--- config.mk ---
export PLATFORM = sky130hd
export DESIGN_NAME = muldiv_unit_flat
export DESIGN_NICKNAME = d
export VERILOG_FILES = /design/src/rtl/muldiv_unit_if.sv /design/src/rtl/muldiv_unit.sv /design/src/flat_wrapper.sv
export SDC_FILE = /design/constraint.sdc
export NUM_CORES = 1
export LEC_CHECK = 0
export CORE_UTILIZATION = 50
export CTS_CLUSTER_DIAMETER = 120
export DETAILED_ROUTE_END_ITERATION = 10
export MAX_ROUTING_LAYER = met4
export PLACE_DENSITY = 0.78
export SLEW_MARGIN = 10
export SYNTH_ARGS = -nofsm -noshare
export SYNTH_HDL_FRONTEND = slang
export SYNTH_SLANG_ARGS = --single-unit
--- constraint.sdc ---
create_clock -name clock -period 2.9 [get_ports clock]
set_input_delay 0.29 -clock clock [delete_from_list [all_inputs] [get_ports clock]]
set_output_delay 0.29 -clock clock [all_outputs]
set_load 0.03 [all_outputs]
--- src/rtl/muldiv_unit_if.sv ---
// Request/result bundle between the pipeline and the multiply/divide unit.
// The master side issues operations and MTHI/MTLO writes; the slave side owns HI/LO.
interface muldiv_unit_if;
    logic        start;
    logic [1:0]  op;
    logic [31:0] operand_a;
    logic [31:0] operand_b;
    logic        hi_we;
    logic        lo_we;
    logic [31:0] hi_lo_wdata;
    logic        busy;
    logic        done;
    logic        div_by_zero;
    logic [31:0] hi_out;
    logic [31:0] lo_out;

    modport master (
        output start, op, operand_a, operand_b, hi_we, lo_we, hi_lo_wdata,
        input  busy, done, div_by_zero, hi_out, lo_out
    );

    modport slave (
        input  start, op, operand_a, operand_b, hi_we, lo_we, hi_lo_wdata,
        output busy, done, div_by_zero, hi_out, lo_out
    );
endinterface

--- src/rtl/muldiv_unit.sv ---
// Iterative 32x32 multiply / 32/32 divide unit with HI/LO registers, fixed 33-cycle latency.
// Define MULDIV_DIV_EN to build the divider; otherwise DIV/DIVU complete at once as no-ops.
module muldiv_unit (
    input  logic        clock,
    input  logic        reset,
    muldiv_unit_if.slave md_io
);

    localparam logic [1:0] StIdle = 2'd0;
    localparam logic [1:0] StRun  = 2'd1;
    localparam logic [1:0] StFix  = 2'd2;

    logic [1:0]  state_q, state_d;
    logic [4:0]  cnt_q, cnt_d;
    logic [63:0] acc_q, acc_d;
    logic [31:0] mb_q, mb_d;
    logic        sa_q, sa_d;
    logic        sb_q, sb_d;
    logic [31:0] hi_q, hi_d;
    logic [31:0] lo_q, lo_d;
    logic        done_q, done_d;
    logic        dbz_q, dbz_d;

`ifdef MULDIV_DIV_EN
    logic [1:0]  op_q, op_d;
    logic [31:0] a_q, a_d;
    logic        bz_q, bz_d;
    logic        run_req;
    logic [32:0] div_shift;
    logic [31:0] div_diff;
    logic [63:0] div_step;
    assign run_req = md_io.start;
`else
    logic        stub_q, stub_d;
    logic        run_req;
    assign run_req = md_io.start & ~md_io.op[1];
`endif

    logic        in_signed;
    logic        in_sa, in_sb;
    logic [32:0] mul_sum;
    logic [63:0] mul_step;
    logic [63:0] mul_res;
    logic [31:0] fix_hi, fix_lo;

    // Signed ops are those with op[0] clear (MULT, DIV).
    assign in_signed = ~md_io.op[0];
    assign in_sa     = in_signed & md_io.operand_a[31];
    assign in_sb     = in_signed & md_io.operand_b[31];

    // Accumulator layout: multiply keeps {partial product, multiplier}, divide {remainder, quotient}.
    always_comb begin
        mul_sum  = {1'b0, acc_q[63:32]} + {1'b0, (acc_q[0] ? mb_q : 32'd0)};
        mul_step = {mul_sum, acc_q[31:1]};
        mul_res  = (sa_q ^ sb_q) ? (64'd0 - acc_q) : acc_q;
    end

`ifdef MULDIV_DIV_EN
    always_comb begin
        div_shift = {acc_q[63:32], acc_q[31]};
        div_diff  = div_shift[31:0] - mb_q;
        if (div_shift >= {1'b0, mb_q}) begin
            div_step = {div_diff, acc_q[30:0], 1'b1};
        end else begin
            div_step = {div_shift[31:0], acc_q[30:0], 1'b0};
        end
    end
`endif

    always_comb begin
        fix_hi = mul_res[63:32];
        fix_lo = mul_res[31:0];
`ifdef MULDIV_DIV_EN
        if (op_q[1]) begin
            if (bz_q) begin
                fix_hi = a_q;
                fix_lo = 32'hFFFF_FFFF;
            end else begin
                fix_hi = sa_q ? (32'd0 - acc_q[63:32]) : acc_q[63:32];
                fix_lo = (sa_q ^ sb_q) ? (32'd0 - acc_q[31:0]) : acc_q[31:0];
            end
        end
`endif
    end

    always_comb begin
        state_d = state_q;
        cnt_d   = cnt_q;
        acc_d   = acc_q;
        mb_d    = mb_q;
        sa_d    = sa_q;
        sb_d    = sb_q;
        hi_d    = hi_q;
        lo_d    = lo_q;
        done_d  = 1'b0;
        dbz_d   = 1'b0;
`ifdef MULDIV_DIV_EN
        op_d    = op_q;
        a_d     = a_q;
        bz_d    = bz_q;
`else
        // A DIV/DIVU request completes one cycle later without touching HI/LO.
        stub_d  = md_io.start & md_io.op[1] & (state_q == StIdle);
        done_d  = stub_q;
`endif
        case (state_q)
            StIdle: begin
                if (md_io.hi_we) hi_d = md_io.hi_lo_wdata;
                if (md_io.lo_we) lo_d = md_io.hi_lo_wdata;
                if (run_req) begin
                    sa_d    = in_sa;
                    sb_d    = in_sb;
                    acc_d   = {32'd0, (in_sa ? (32'd0 - md_io.operand_a) : md_io.operand_a)};
                    mb_d    = in_sb ? (32'd0 - md_io.operand_b) : md_io.operand_b;
                    cnt_d   = 5'd31;
                    state_d = StRun;
`ifdef MULDIV_DIV_EN
                    op_d    = md_io.op;
                    a_d     = md_io.operand_a;
                    bz_d    = (md_io.operand_b == 32'd0);
`endif
                end
            end
            StRun: begin
`ifdef MULDIV_DIV_EN
                acc_d = op_q[1] ? div_step : mul_step;
`else
                acc_d = mul_step;
`endif
                if (cnt_q == 5'd0) begin
                    state_d = StFix;
                end else begin
                    cnt_d = cnt_q - 5'd1;
                end
            end
            StFix: begin
                hi_d    = fix_hi;
                lo_d    = fix_lo;
                done_d  = 1'b1;
`ifdef MULDIV_DIV_EN
                dbz_d   = op_q[1] & bz_q;
`endif
                state_d = StIdle;
            end
            default: state_d = StIdle;
        endcase
    end

    always_ff @(posedge clock) begin
        if (reset) begin
            state_q <= StIdle;
            cnt_q   <= 5'd0;
            acc_q   <= 64'd0;
            mb_q    <= 32'd0;
            sa_q    <= 1'b0;
            sb_q    <= 1'b0;
            hi_q    <= 32'd0;
            lo_q    <= 32'd0;
            done_q  <= 1'b0;
            dbz_q   <= 1'b0;
`ifdef MULDIV_DIV_EN
            op_q    <= 2'd0;
            a_q     <= 32'd0;
            bz_q    <= 1'b0;
`else
            stub_q  <= 1'b0;
`endif
        end else begin
            state_q <= state_d;
            cnt_q   <= cnt_d;
            acc_q   <= acc_d;
            mb_q    <= mb_d;
            sa_q    <= sa_d;
            sb_q    <= sb_d;
            hi_q    <= hi_d;
            lo_q    <= lo_d;
            done_q  <= done_d;
            dbz_q   <= dbz_d;
`ifdef MULDIV_DIV_EN
            op_q    <= op_d;
            a_q     <= a_d;
            bz_q    <= bz_d;
`else
            stub_q  <= stub_d;
`endif
        end
    end

    assign md_io.busy        = (state_q != StIdle);
    assign md_io.done        = done_q;
    assign md_io.div_by_zero = dbz_q;
    assign md_io.hi_out      = hi_q;
    assign md_io.lo_out      = lo_q;

endmodule

--- src/flat_wrapper.sv ---
// flat-port wrapper written by rule: the top's interface ports become plain ports
module muldiv_unit_flat 
  (clock, reset, md_io_start, md_io_op, md_io_operand_a, md_io_operand_b, md_io_hi_we, md_io_lo_we, md_io_hi_lo_wdata, md_io_busy, md_io_done, md_io_div_by_zero, md_io_hi_out, md_io_lo_out);
  muldiv_unit_if md_io_i ();
  input  logic clock;
  input  logic reset;
  input wire logic [$bits(md_io_i.start)-1:0] md_io_start;
  input wire logic [$bits(md_io_i.op)-1:0] md_io_op;
  input wire logic [$bits(md_io_i.operand_a)-1:0] md_io_operand_a;
  input wire logic [$bits(md_io_i.operand_b)-1:0] md_io_operand_b;
  input wire logic [$bits(md_io_i.hi_we)-1:0] md_io_hi_we;
  input wire logic [$bits(md_io_i.lo_we)-1:0] md_io_lo_we;
  input wire logic [$bits(md_io_i.hi_lo_wdata)-1:0] md_io_hi_lo_wdata;
  output wire logic [$bits(md_io_i.busy)-1:0] md_io_busy;
  output wire logic [$bits(md_io_i.done)-1:0] md_io_done;
  output wire logic [$bits(md_io_i.div_by_zero)-1:0] md_io_div_by_zero;
  output wire logic [$bits(md_io_i.hi_out)-1:0] md_io_hi_out;
  output wire logic [$bits(md_io_i.lo_out)-1:0] md_io_lo_out;
  assign md_io_i.start = md_io_start;
  assign md_io_i.op = md_io_op;
  assign md_io_i.operand_a = md_io_operand_a;
  assign md_io_i.operand_b = md_io_operand_b;
  assign md_io_i.hi_we = md_io_hi_we;
  assign md_io_i.lo_we = md_io_lo_we;
  assign md_io_i.hi_lo_wdata = md_io_hi_lo_wdata;
  assign md_io_busy = md_io_i.busy;
  assign md_io_done = md_io_i.done;
  assign md_io_div_by_zero = md_io_i.div_by_zero;
  assign md_io_hi_out = md_io_i.hi_out;
  assign md_io_lo_out = md_io_i.lo_out;
  muldiv_unit u_core (.clock(clock), .reset(reset), .md_io(md_io_i));
endmodule
# Word level (Yosys, flattened, before mapping)
# Cells that the tools add are included.
[classes]
addsub = 5
eq_ne = 7
mux = 17
bitwise_logic = 8
reduce_logical = 11
[op_table]
columns = ["operator", "count"]
rows = [
  ["32-bit 2-to-1 mux", 5],
  ["64-bit 2-to-1 mux", 2],
  ["32-bit one-hot mux with 2 select lines", 2],
  ["64-bit one-hot mux with 2 select lines", 1],
  ["1-bit by 32-bit subtractor with 32-bit output (first input constant)", 2],
  ["1-bit by 64-bit subtractor with 64-bit output (first input constant)", 1],
  ["32-bit by 32-bit adder with 33-bit output", 1],
  ["5-bit 2-to-1 mux", 2],
  ["5-bit one-hot mux with 2 select lines", 1],
  ["2-bit AND reduction", 5],
  ["2-bit != test (second input constant)", 3],
  ["2-bit nonzero test", 3],
  ["1-bit bitwise AND", 5],
  ["5-bit zero test", 1],
  ["5-bit by 1-bit subtractor with 5-bit output (second input constant)", 1],
  ["2-bit 2-to-1 mux", 2],
  ["2-bit by 1-bit != test with 1-bit output (second input constant)", 2],
  ["2-bit one-hot mux with 2 select lines", 1],
  ["3-bit AND reduction", 1],
  ["2-bit by 1-bit == test with 1-bit output (second input constant)", 1],
  ["2-bit == test (second input constant)", 1],
  ["2-bit zero test", 1],
  ["1-bit NOT", 2],
  ["1-bit 2-to-1 mux", 1],
  ["1-bit bitwise XOR", 1],
]
[totals]
reg_bits = 171
wordCells = 58

# Logic depth before layout (Yosys ltp)
# Gate-level depths: netlist of run 1.
[logic_depth]
ltp_word = 5
mapped_depth = 14
ltp_nobuf = 12

# Least setup slack after synthesis of run 1
# OpenSTA, ideal clock, no wires.
[synth_path]
path_kind = "register -> register"
start = "reg u_core.acc_q[0]"
end = "reg u_core.acc_q[58]"
setup_ns = 0.117
t_arrival_ns = 3.008
t_required_ns = 2.783
slack_ns = -0.225
stages_incl_launch_ff = 14
path_buffers = 3
cell_sequence = "dfxtp_1 -> clkbuf_1 -> clkbuf_1 -> and2_1 -> ha_1 -> clkbuf_1 -> and3_1 -> nand3_1 -> a2111oi_0 -> nor3b_1 -> or4_1 -> o31ai_1 -> xnor2_1 -> a22o_1"
[synth_via]
elab_chain_cells = 3
[synth_rtl]
columns = ["element", "line_no", "source"]
rows = [
  ["from (decl)", "muldiv_unit.sv:15", "logic [63:0] acc_q, acc_d;"],
  ["from (signal assigned)", "muldiv_unit.sv:153", "acc_q <= 64'd0;"],
  ["from (signal assigned)", "muldiv_unit.sv:171", "acc_q <= acc_d;"],
  ["32-bit 2-to-1 mux", "muldiv_unit.sv:53", "mul_sum = {1'b0, acc_q[63:32]} + {1'b0, (acc_q[0] ? mb_q : 32'd0)};"],
  ["32-bit by 32-bit adder with 33-bit output", "muldiv_unit.sv:53", ""],
  ["64-bit one-hot mux with 2 select lines", "muldiv_unit.sv:106", "case (state_q)"],
]
# Every way passes these cells.
# A chain may end at the register's enable or synchronous reset.

# Worst setup path after layout of run 1
# Ends and elaborated chain as after synthesis.

==> results of run 1 <==
-- metrics by stage --
stage          cell area, sq um  TNS, ps  hold WS (ps)  std cells
2_1_floorplan             11040   -4.794         416.1       1452
3_3_place_gp              13600   -360.9         427.1       1913
3_5_place_dp              13600   -664.3         435.6       1913
4_1_cts                   14210        0         282.0       1945
5_1_grt                   14340   -53.20         303.1       1948
6_report                  14340        0         296.5       1948
-- worst max path at each step --
stage                     depth (start not counted)  slack (ps)          endpoint
after floorplan                                  13          -5  u_core.acc_q[62]
after global placement                            9        -170   u_core.mb_q[28]
after detailed placement                          9        -220   u_core.mb_q[28]
after CTS                                        10           9  u_core.acc_q[62]
after global routing                             12         -30  u_core.acc_q[42]
final                                            12         100  u_core.acc_q[58]
-- cell families (layout without fill, tap and decap cells) --
family / count (synthesis) / in the layout / share of synthesized area [%]
simple gates: 531 / 531 / 22.72
compound gates: 455 / 455 / 26.66
flops: 171 / 171 / 31.08
xor+xnor: 138 / 138 / 10.97
buf+inv: 117 / 338 / 4.044
fa+ha+maj: 38 / 38 / 4.385
other cells: 1 / 1 / 0.03405
mux: 1 / 1 / 0.09089
-- cells in the mapped netlist (3+ instances only) --
| cell type | number | area share [%] |
|---|---|---|
| a211oi_1 | 54 | 3.7 |
| a21o_1 | 10 | 0.68 |
| a21oi_1 | 133 | 6.0 |
| a221oi_1 | 13 | 1.0 |
| a22oi_1 | 32 | 2.2 |
| a311oi_1 | 7 | 0.56 |
| a31oi_1 | 26 | 1.5 |
| a32o_1 | 4 | 0.36 |
| and2_1 | 35 | 2.0 |
| and3_1 | 6 | 0.34 |
| buf_1 | 8 | 0.27 |
| clkbuf_1 | 81 | 2.8 |
| dfxtp_1 | 171 | 31 |
| ha_1 | 37 | 4.2 |
| inv_1 | 25 | 0.85 |
| nand2_1 | 146 | 5.0 |
| nand2b_1 | 10 | 0.57 |
| nand3_1 | 35 | 1.6 |
| nand4_1 | 6 | 0.34 |
| nor2_1 | 181 | 6.2 |
| nor2b_1 | 11 | 0.62 |
| nor3_1 | 27 | 1.2 |
| nor3b_1 | 4 | 0.27 |
| nor4_1 | 17 | 0.97 |
| o211ai_1 | 9 | 0.61 |
| o21a_1 | 5 | 0.34 |
| o21ai_0 | 73 | 3.3 |
| o21bai_1 | 4 | 0.27 |
| o22ai_1 | 14 | 0.80 |
| o311ai_0 | 3 | 0.24 |
| o31a_1 | 3 | 0.24 |
| o31ai_1 | 32 | 2.2 |
| o41ai_1 | 12 | 0.95 |
| or2_2 | 7 | 0.40 |
| or3_1 | 18 | 1.0 |
| or4_1 | 17 | 1.2 |
| xnor2_1 | 68 | 5.4 |
| xor2_1 | 70 | 5.6 |
-- sequential cells by signal, indices dropped and copies added, names as in the netlist, 2 cells and up --
register and cells:
u_core.cnt_q 5, u_core.mb_q 32, u_core.md_io.lo_out 32, u_core.md_io.hi_out 32
u_core.state_q 2, u_core.acc_q 64
-- layout by cell type (no fill, tap or decap), types with 18 or more instances in the layout --
| cell | count |
|---|---|
| nor2_1 | 178 |
| dfxtp_1 | 170 |
| clkdlybuf4s50_1 | 167 |
| nand2_1 | 144 |
| a21oi_1 | 131 |
| buf_4 | 111 |
| o21ai_0 | 73 |
| xor2_1 | 69 |
| xnor2_1 | 68 |
| a211oi_1 | 51 |
| ha_1 | 36 |
| and2_1 | 35 |
| nand3_1 | 35 |
| a22oi_1 | 32 |
| o31ai_1 | 30 |
| inv_1 | 25 |
| nor3_1 | 25 |
| a31oi_1 | 24 |
| or3_1 | 18 |
-- final cells by class --
| type | instances | area [sq um] | share of cell area (%) |
|---|---|---|---|
| flip-flops and latches | 171 | 3425 | 23.88 |
| clock inverters | 12 | 163.9 | 1.143 |
| multi-input cells | 1164 | 7305 | 50.93 |
| well taps | 275 | 344.1 | 2.399 |
| clock buffers | 20 | 446.7 | 3.114 |
| repair buffers | 281 | 2565 | 17.88 |
| inverters | 25 | 93.84 | 0.6543 |
-- layer usage --
layer / share of wire, % / track usage [%] / vias up / routed length [um]
met5: 0 / - / - / 0
met2: 44 / 48.69 / 559 / 15800
li1: - / - / 5690 / -
met4: 2.4 / 10.86 / 0 / 871
met3: 9.1 / 4.364 / 57 / 3254
met1: 44 / 45.39 / 5564 / 15780
-- power by group through the flow --
stage / combinational, uW / sequential, uW / clock, uW
global route: 1870 / 2650 / 2510
global placement: 1660 / 2670 / 0
finish: 1730 / 2630 / 2400
floorplan: 836 / 2800 / 0
CTS: 1690 / 2630 / 2410
detailed placement: 1680 / 2680 / 0
-- worst max-delay path, delay by kind of cell (launching register included) --
kind / cells / cell delay [ps]
compound gates: 7 / 1370
xor+xnor: 1 / 140
fa+ha+maj: 1 / 370
buf+inv: 2 / 310
flops: 1 / 350
simple gates: 1 / 150
-- timing repair --
item / in CTS / in global routing
gates resized for setup: 0 / 18
endpoints found under the setup margin: 0 / 18
setup buffers: 0 / 3
==> results.txt, run 1 <==
- In this run, flip-flops and latches consume 38.9% of the power.
* IR Drop Worst-Case VDD: 0.3572 mV
* Count of cells along the worst hold path: 2
- Once detailed placement completed, the half-perimeter wirelength came to 26.96 mm.
- Synthesis instantiated 67 different standard cells from the library.
- After detailed routing, the number of vias per cell comes to 6.093.
- The first TritonRoute pass finished after 8 iterations.
* Total power density per cell area: 471.8 nW/um^2
* Mean area per synthesized cell: 7.585 sq um
- Share of total power consumed by net switching: 31.69%
- In this run the standard cell core region covers 21290 sq um.
- Traced cell by cell, the critical path runs through buf_12 > buf_4 > and2_1 > ha_1 > a211oi_2 > o21bai_1 > a31oi_1 > o21a_1 > o31a_1 > o31ai_2 > xnor2_1 > a22o_1.
- Crit-path max cell delay: about 370 ps
* Signal arrival time at the worst endpoint: 3130 ps
* Total via count after detailed routing: 11870
- Number of nets with antenna violations after detailed routing: 0
* Share of post-route cells with drive strength above 1: 11.06%
- For the final database, setup skew stands at 7.381 ps.
- In this run the most critical hold path is launched from reset.
- In this run the cell area of the synthesized design comes to 11010 sq um.
* Net Count, Synth: approximately 1600
- Tracing the worst setup path back leads to its startpoint at u_core.acc_q[0].
- The startpoint identified for the worst register-to-register timing path is u_core.acc_q[0].
- Entering global routing, the biggest net connects 83 pins.
* Number of flops mapped to enable cells by yosys: 0
* IO Count: 170
* Register bit total from synthesis: 171
* Kind of launch point of the worst setup path: register
- First-pass GRT wire length: approximately 56 mm
- Post-layout minimum cycle time: 2805 ps
- After the last flow step, the layout net total stands at 1801.
- STA classifies the critical path endpoint as a register.
- Final number of hold-violating endpoints: 0
* Area enclosed by the die boundary: ~23000 sq um
* Result of the run: finished clean
- After detailed routing, the average wire length per cell comes to 18.33 um.
- Setup slack on the critical path of the routed design comes to ~95 ps.
- For this run, design rule violations remaining after detail routing come to 0.
- Final core occ: 67.38%
- Final antenna diode count: 0
- The clock tree synthesis step divided the H-tree into 4 levels.
- Setup violations remaining at the end of the flow were counted as 0.
- Overall Global Routing Usage: 32.69%
- Floorplan row count: 53
- The worst hold path belongs to the class input pin to register.
* Worst-path clk slew: 70 ps
* CP required: about 3200 ps
- Antenna violations before repair: 0
- R2R Setup Slk: 100 ps
* Endpoint, Worst Hold: u_core.acc_q[7]
- In this run the worst path has a maximum fanout of 17.
- FF-to-FF path depth: 12
- Number of buffers created by CTS: 17
* Part of the total power dissipated in combinational logic: 25.6%
* Switching power: 2144 uW
* Via count of the first global-routing pass: 10690
- For this run, asynchronously set or reset flops after synthesis account for 0%.
- Compared with the post-synthesis result, the final layout area differs by 30.23%.
* Number of buffers inserted for hold repair after clock tree synthesis: 0
- Cells after synthesis: about 1500
- Root buffer selected by CTS: clkbuf_16
- Measured along the y axis, the die boundary spans 150.4 um.
* MaxCap Viol Count: 0
- Slowest stage cell on the critical path: ha_1
- Terminus of the critical flop-to-flop path: u_core.acc_q[58]
- Register area share after synthesis: a little under a third
- Clock network fraction of design power: 35.5%
- Dpl ws: -218.0 ps
* Horizontal die dimension: approximately 150 um
- CTS tree: built
- The first routing iteration left 1149 violations.
- Fmax: 356.6 MHz
- Number of fillers in the final layout: 1749
- Setup repair after global routing could not meet its margin everywhere.
- Latest clock arrival within the worst-skew pair: approximately 440 ps
* Clock sinks: 171
- Of the available clock period, the critical path in the final layout requires 96.71%.
- For this run the aggregate overflow at the end of global routing stands at 0.
- Initial Utilization: 51.74%
* Slew Limit Fails: 0
* # port buffers: 168
* Detailed-route wire length: 35.71 mm
* Pin slew with the least headroom to its limit: between 1000 and 1500 ps
- In this run the deepest clock path goes through 2 buffers.
* Start-to-end type of the worst setup path: register to register
* Most used flip-flop cell after synthesis: dfxtp_1
- For this run, the number of Yosys warnings is 0.
- Summing internal, switching and leakage power gives 6767 uW.
* Placer's final routability congestion estimate: around 0.95
* Worst slew margin relative to its limit: about a fifth
* Power Internal: 4622 uW
- The analysis attributes to cell leakage a power of 0.005393 uW.
Power figures use the tool's default switching activity.
==> inputs of run 2 (changes only) <==
--- a/config.mk
+++ b/config.mk
@@ -8,6 +8,7 @@
 export CORE_UTILIZATION = 50
 export CTS_CLUSTER_DIAMETER = 120
 export DETAILED_ROUTE_END_ITERATION = 10
+export GPL_TIMING_DRIVEN = 0
 export MAX_ROUTING_LAYER = met4
 export PLACE_DENSITY = 0.78
 export SLEW_MARGIN = 10
==> results.txt, run 2 (same netlist as run 1, synthesis figures left out) <==
- IR Drop Worst-Case VDD: 0.3840 mV (was 0.3572 mV)
- The setup violation total in the final timing report came to 5 (was 0).
- The most common library cell in the layout ignoring fill and taps is nor2_1 (unchanged).
- The total number of placement rows is 53 (unchanged).
* Latest clock arrival within the worst-skew pair: 440 ps (about the same)
- The fraction of final layout cells with drive strength greater than 1 came to 7.186% (was 11.06%).
- Met2 wire length: 17.25 mm (was 15.80 mm)
- Violations in the final reports: setup timing
- The routability congestion estimate is 0.9676 (was 0.9465).
- Pin slew with the least headroom to its limit: 1043 ps (was 1174 ps)
- Wire per inst: 20.45 um (was 18.33 um)
* Slew Limit Fails: 0 (unchanged)
- Total power: 6636 uW (was 6767 uW)
* Uppermost routed layer: met4 (unchanged)
- The element type at the critical path start is a register (unchanged).
- The HPWL reported at the end of detailed placement came to 30.62 mm (was 26.96 mm).
* Top reg by flops: u_core.acc_q (unchanged)
- The number of buffers added to fix hold violations after cts was 0 (unchanged).
* Count of nets after finishing: 1798 (was 1801)
- Total via count after detailed routing: 12150 (was 11870)
* Final antenna diode count: 0 (unchanged)
* Area enclosed by the die boundary: 22620 sq um (unchanged)
* H-tree depth: 4 (unchanged)
* Detailed Routing Iterations Pass 1: 8 (unchanged)
* MaxCap Viol Count: 0 (unchanged)
* Buffers from clock root to sink, at most: 2 (unchanged)
- The power density over cell area is 470.7 nW/um^2 (was 471.8 nW/um^2).
- The count of placed standard cells including taps came to 1894 (was 1913).
* Worst slew margin relative to its limit: 30.45% (was 21.16%)
- First-pass GRT wire length: 60.28 mm (was 56.28 mm)
* Maximum number of pins on one net before global-route repair: 17 (was 83)
- RSZ-0062 raised after global routing: true (unchanged)
- Slowest stage cell on the critical path: or4_4 (was ha_1)
- The starting density of the core was 51.74% (unchanged).
* Number of buffers created by CTS: 17 (unchanged)
- Leftover overflow at the end of global routing: 0 (unchanged)
- Count of placed standard cells in the final layout, fillers left out: 1945 (was 1948)
* Signal arrival time at the worst endpoint: 3420 ps (was 3130 ps)
- The remaining design rule violation count was 0 (unchanged).
- CP required: 3240 ps (was 3220 ps)
* Dpl ws: -566.8 ps (was -218.0 ps)
- The worst-case setup margin in the final layout was -188.2 ps (was 95.49 ps).
- The standby leakage power came to 0.005073 uW (was 0.005393 uW).
* Layout area overhead: 27.99% (was 30.23%)
* Class of the tightest hold or removal check: register to register (was input pin to register)
- The core outline area is 21290 sq um (unchanged).
* Largest fanout of any net on the critical path: 8 (was 17)
- The top-level port count was 170 (unchanged).
- Period utilization: 106.5% (was 96.71%)
- Worst-path clk slew: 70 ps (about the same)
- Vertical extent of the die: 150.4 um (unchanged)
- The clock tree root buffer cell was clkbuf_16 (unchanged).
* Final number of hold-violating endpoints: 0 (unchanged)
* Top library cells by usage in the layout, fill and taps aside: 180 x nor2_1, 169 x dfxtp_1, 167 x clkdlybuf4s50_1 (was 178 x nor2_1, 170 x dfxtp_1, 167 x clkdlybuf4s50_1)
* Overall Global Routing Usage: 36.13% (was 32.69%)
* Start-to-end type of the worst setup path: register to register (unchanged)
* Detailed-route wire length: 39.77 mm (was 35.71 mm)
- Via count of the first global-routing pass: 10940 (was 10690)
* Hold slack final: 455.1 ps (was 296.5 ps)
* Crit-path max cell delay: 540 ps (was 370 ps)
* Fmax: 323.8 MHz (was 356.6 MHz)
- The detailed-route wire length on metal 1 was 16.88 mm (was 15.78 mm).
- The flip-flop count of the largest register, all copies and words added was 64 (unchanged).
- Antenna violations before repair: 0 (unchanged)
- The number of port buffers came to 167 (was 168).
- Post-layout minimum cycle time: 3088 ps (was 2805 ps)
- Setup clock skew after layout: 10.27 ps (was 7.381 ps)
- Result of the run: finished with violations (was finished clean).
- The count of antenna-violating nets left after detailed routing came to 0 (unchanged).
* CTS tree: built (unchanged)
- Clock sinks: 171 (unchanged)
* Critical path cell sequence: clkbuf_16 > nand2_4 > inv_2 > ha_4 > a21oi_4 > nand4b_1 > a2111oi_4 > nor3b_4 > or4_4 > o31ai_4 > xnor2_1 > a22o_1 (was buf_12 > buf_4 > and2_1 > ha_1 > a211oi_2 > o21bai_1 > a31oi_1 > o21a_1 > o31a_1 > o31ai_2 > xnor2_1 > a22o_1)
* Number of DRC markers after the initial detailed-route iteration: 1192 (was 1149)
* Via density per instance: 6.248 (was 6.093)
- Met3 layer wire length in the routed design: 4.138 mm (was 3.254 mm)
* Number of fillers in the final layout: 1866 (was 1749)
* Element type at the critical path end: register (unchanged)
- Horizontal die dimension: 150.4 um (unchanged)
## run 2: cell types whose count changed in the layout (fill, tap and decap cells not counted), moves of 4 or more
cell / change
buf_4: -90
clkbuf_1: +74
buf_1: +8
a21oi_1: -4
o21ai_1: +4
## run 2: worst max-delay path: cells and delay by family (launching register included)
kind	cells	cell delay, ps
AND/OR/NAND/NOR	4	1040
flip-flops	1	390
AO/OA/AOI/OAI	4	980
buffers and inverters	2	200
XOR/XNOR	1	90
adder cells (fa/ha/maj)	1	270
## run 2: final cells by class
class | count | area [sq um] | share of cell area, %
Multi-Input combinational cell | 1164 | 7457 | 52.90
Sequential cell | 171 | 3428 | 24.32
Timing Repair Buffer | 187 | 1822 | 12.92
Clock buffer | 18 | 429.2 | 3.045
Buffer | 91 | 385.4 | 2.734
Tap cell | 275 | 344.1 | 2.441
Clock inverter | 14 | 136.4 | 0.9675
Inverter | 25 | 93.84 | 0.6657
## run 2: final timing paths
kind,from,depth (start not counted),slack [ps],end
hold / removal,u_core.md_io.hi_out[10],2,460,u_core.md_io.hi_out[10]
setup reg to reg,u_core.acc_q[0],12,-190,u_core.acc_q[58]
hold reg to reg,u_core.md_io.hi_out[10],2,460,u_core.md_io.hi_out[10]
setup / recovery,u_core.acc_q[0],12,-190,u_core.acc_q[58]
## run 2: stage by stage
stage / TNS (ps) / utilization (%) / instance area, sq um
finish: -503.3 / 66.22 / 14100
global route: -1047 / 66.22 / 14100
CTS: -261.6 / 65.50 / 13940
detailed placement: -12180 / 61.35 / 13060
global placement: -10460 / 61.32 / 13050
floorplan: -4.794 / - / 11040
## run 2: repair_timing
action,4_1_cts,5_1_grt
endpoints found under the setup margin,41,38
pin swaps,16,18
resized for setup,42,31
setup buffers,15,5
## run 2: power breakdown
part	internal [uW]	switching, uW
Sequential	2510	145
Combinational	683	1050
Clock	1200	1040
Total	4390	2240
## run 2: per-layer routing
layer / GRT usage, % / vias to the layer above
met5: - / -
li1: - / 5702
met3: 4.848 / 107
met4: 14.80 / 0
met1: 48.86 / 5656
met2: 54.08 / 687
==> inputs of run 3 (changes only) <==
--- a/config.mk
+++ b/config.mk
@@ -6,7 +6,7 @@
 export NUM_CORES = 1
 export LEC_CHECK = 0
 export CORE_UTILIZATION = 50
-export CTS_CLUSTER_DIAMETER = 120
+export CTS_CLUSTER_DIAMETER = 30
 export DETAILED_ROUTE_END_ITERATION = 10
 export GPL_TIMING_DRIVEN = 0
 export MAX_ROUTING_LAYER = met4
==> results of run 3 <==
The final DEF is identical to that of run 2; final timing and power are the same.
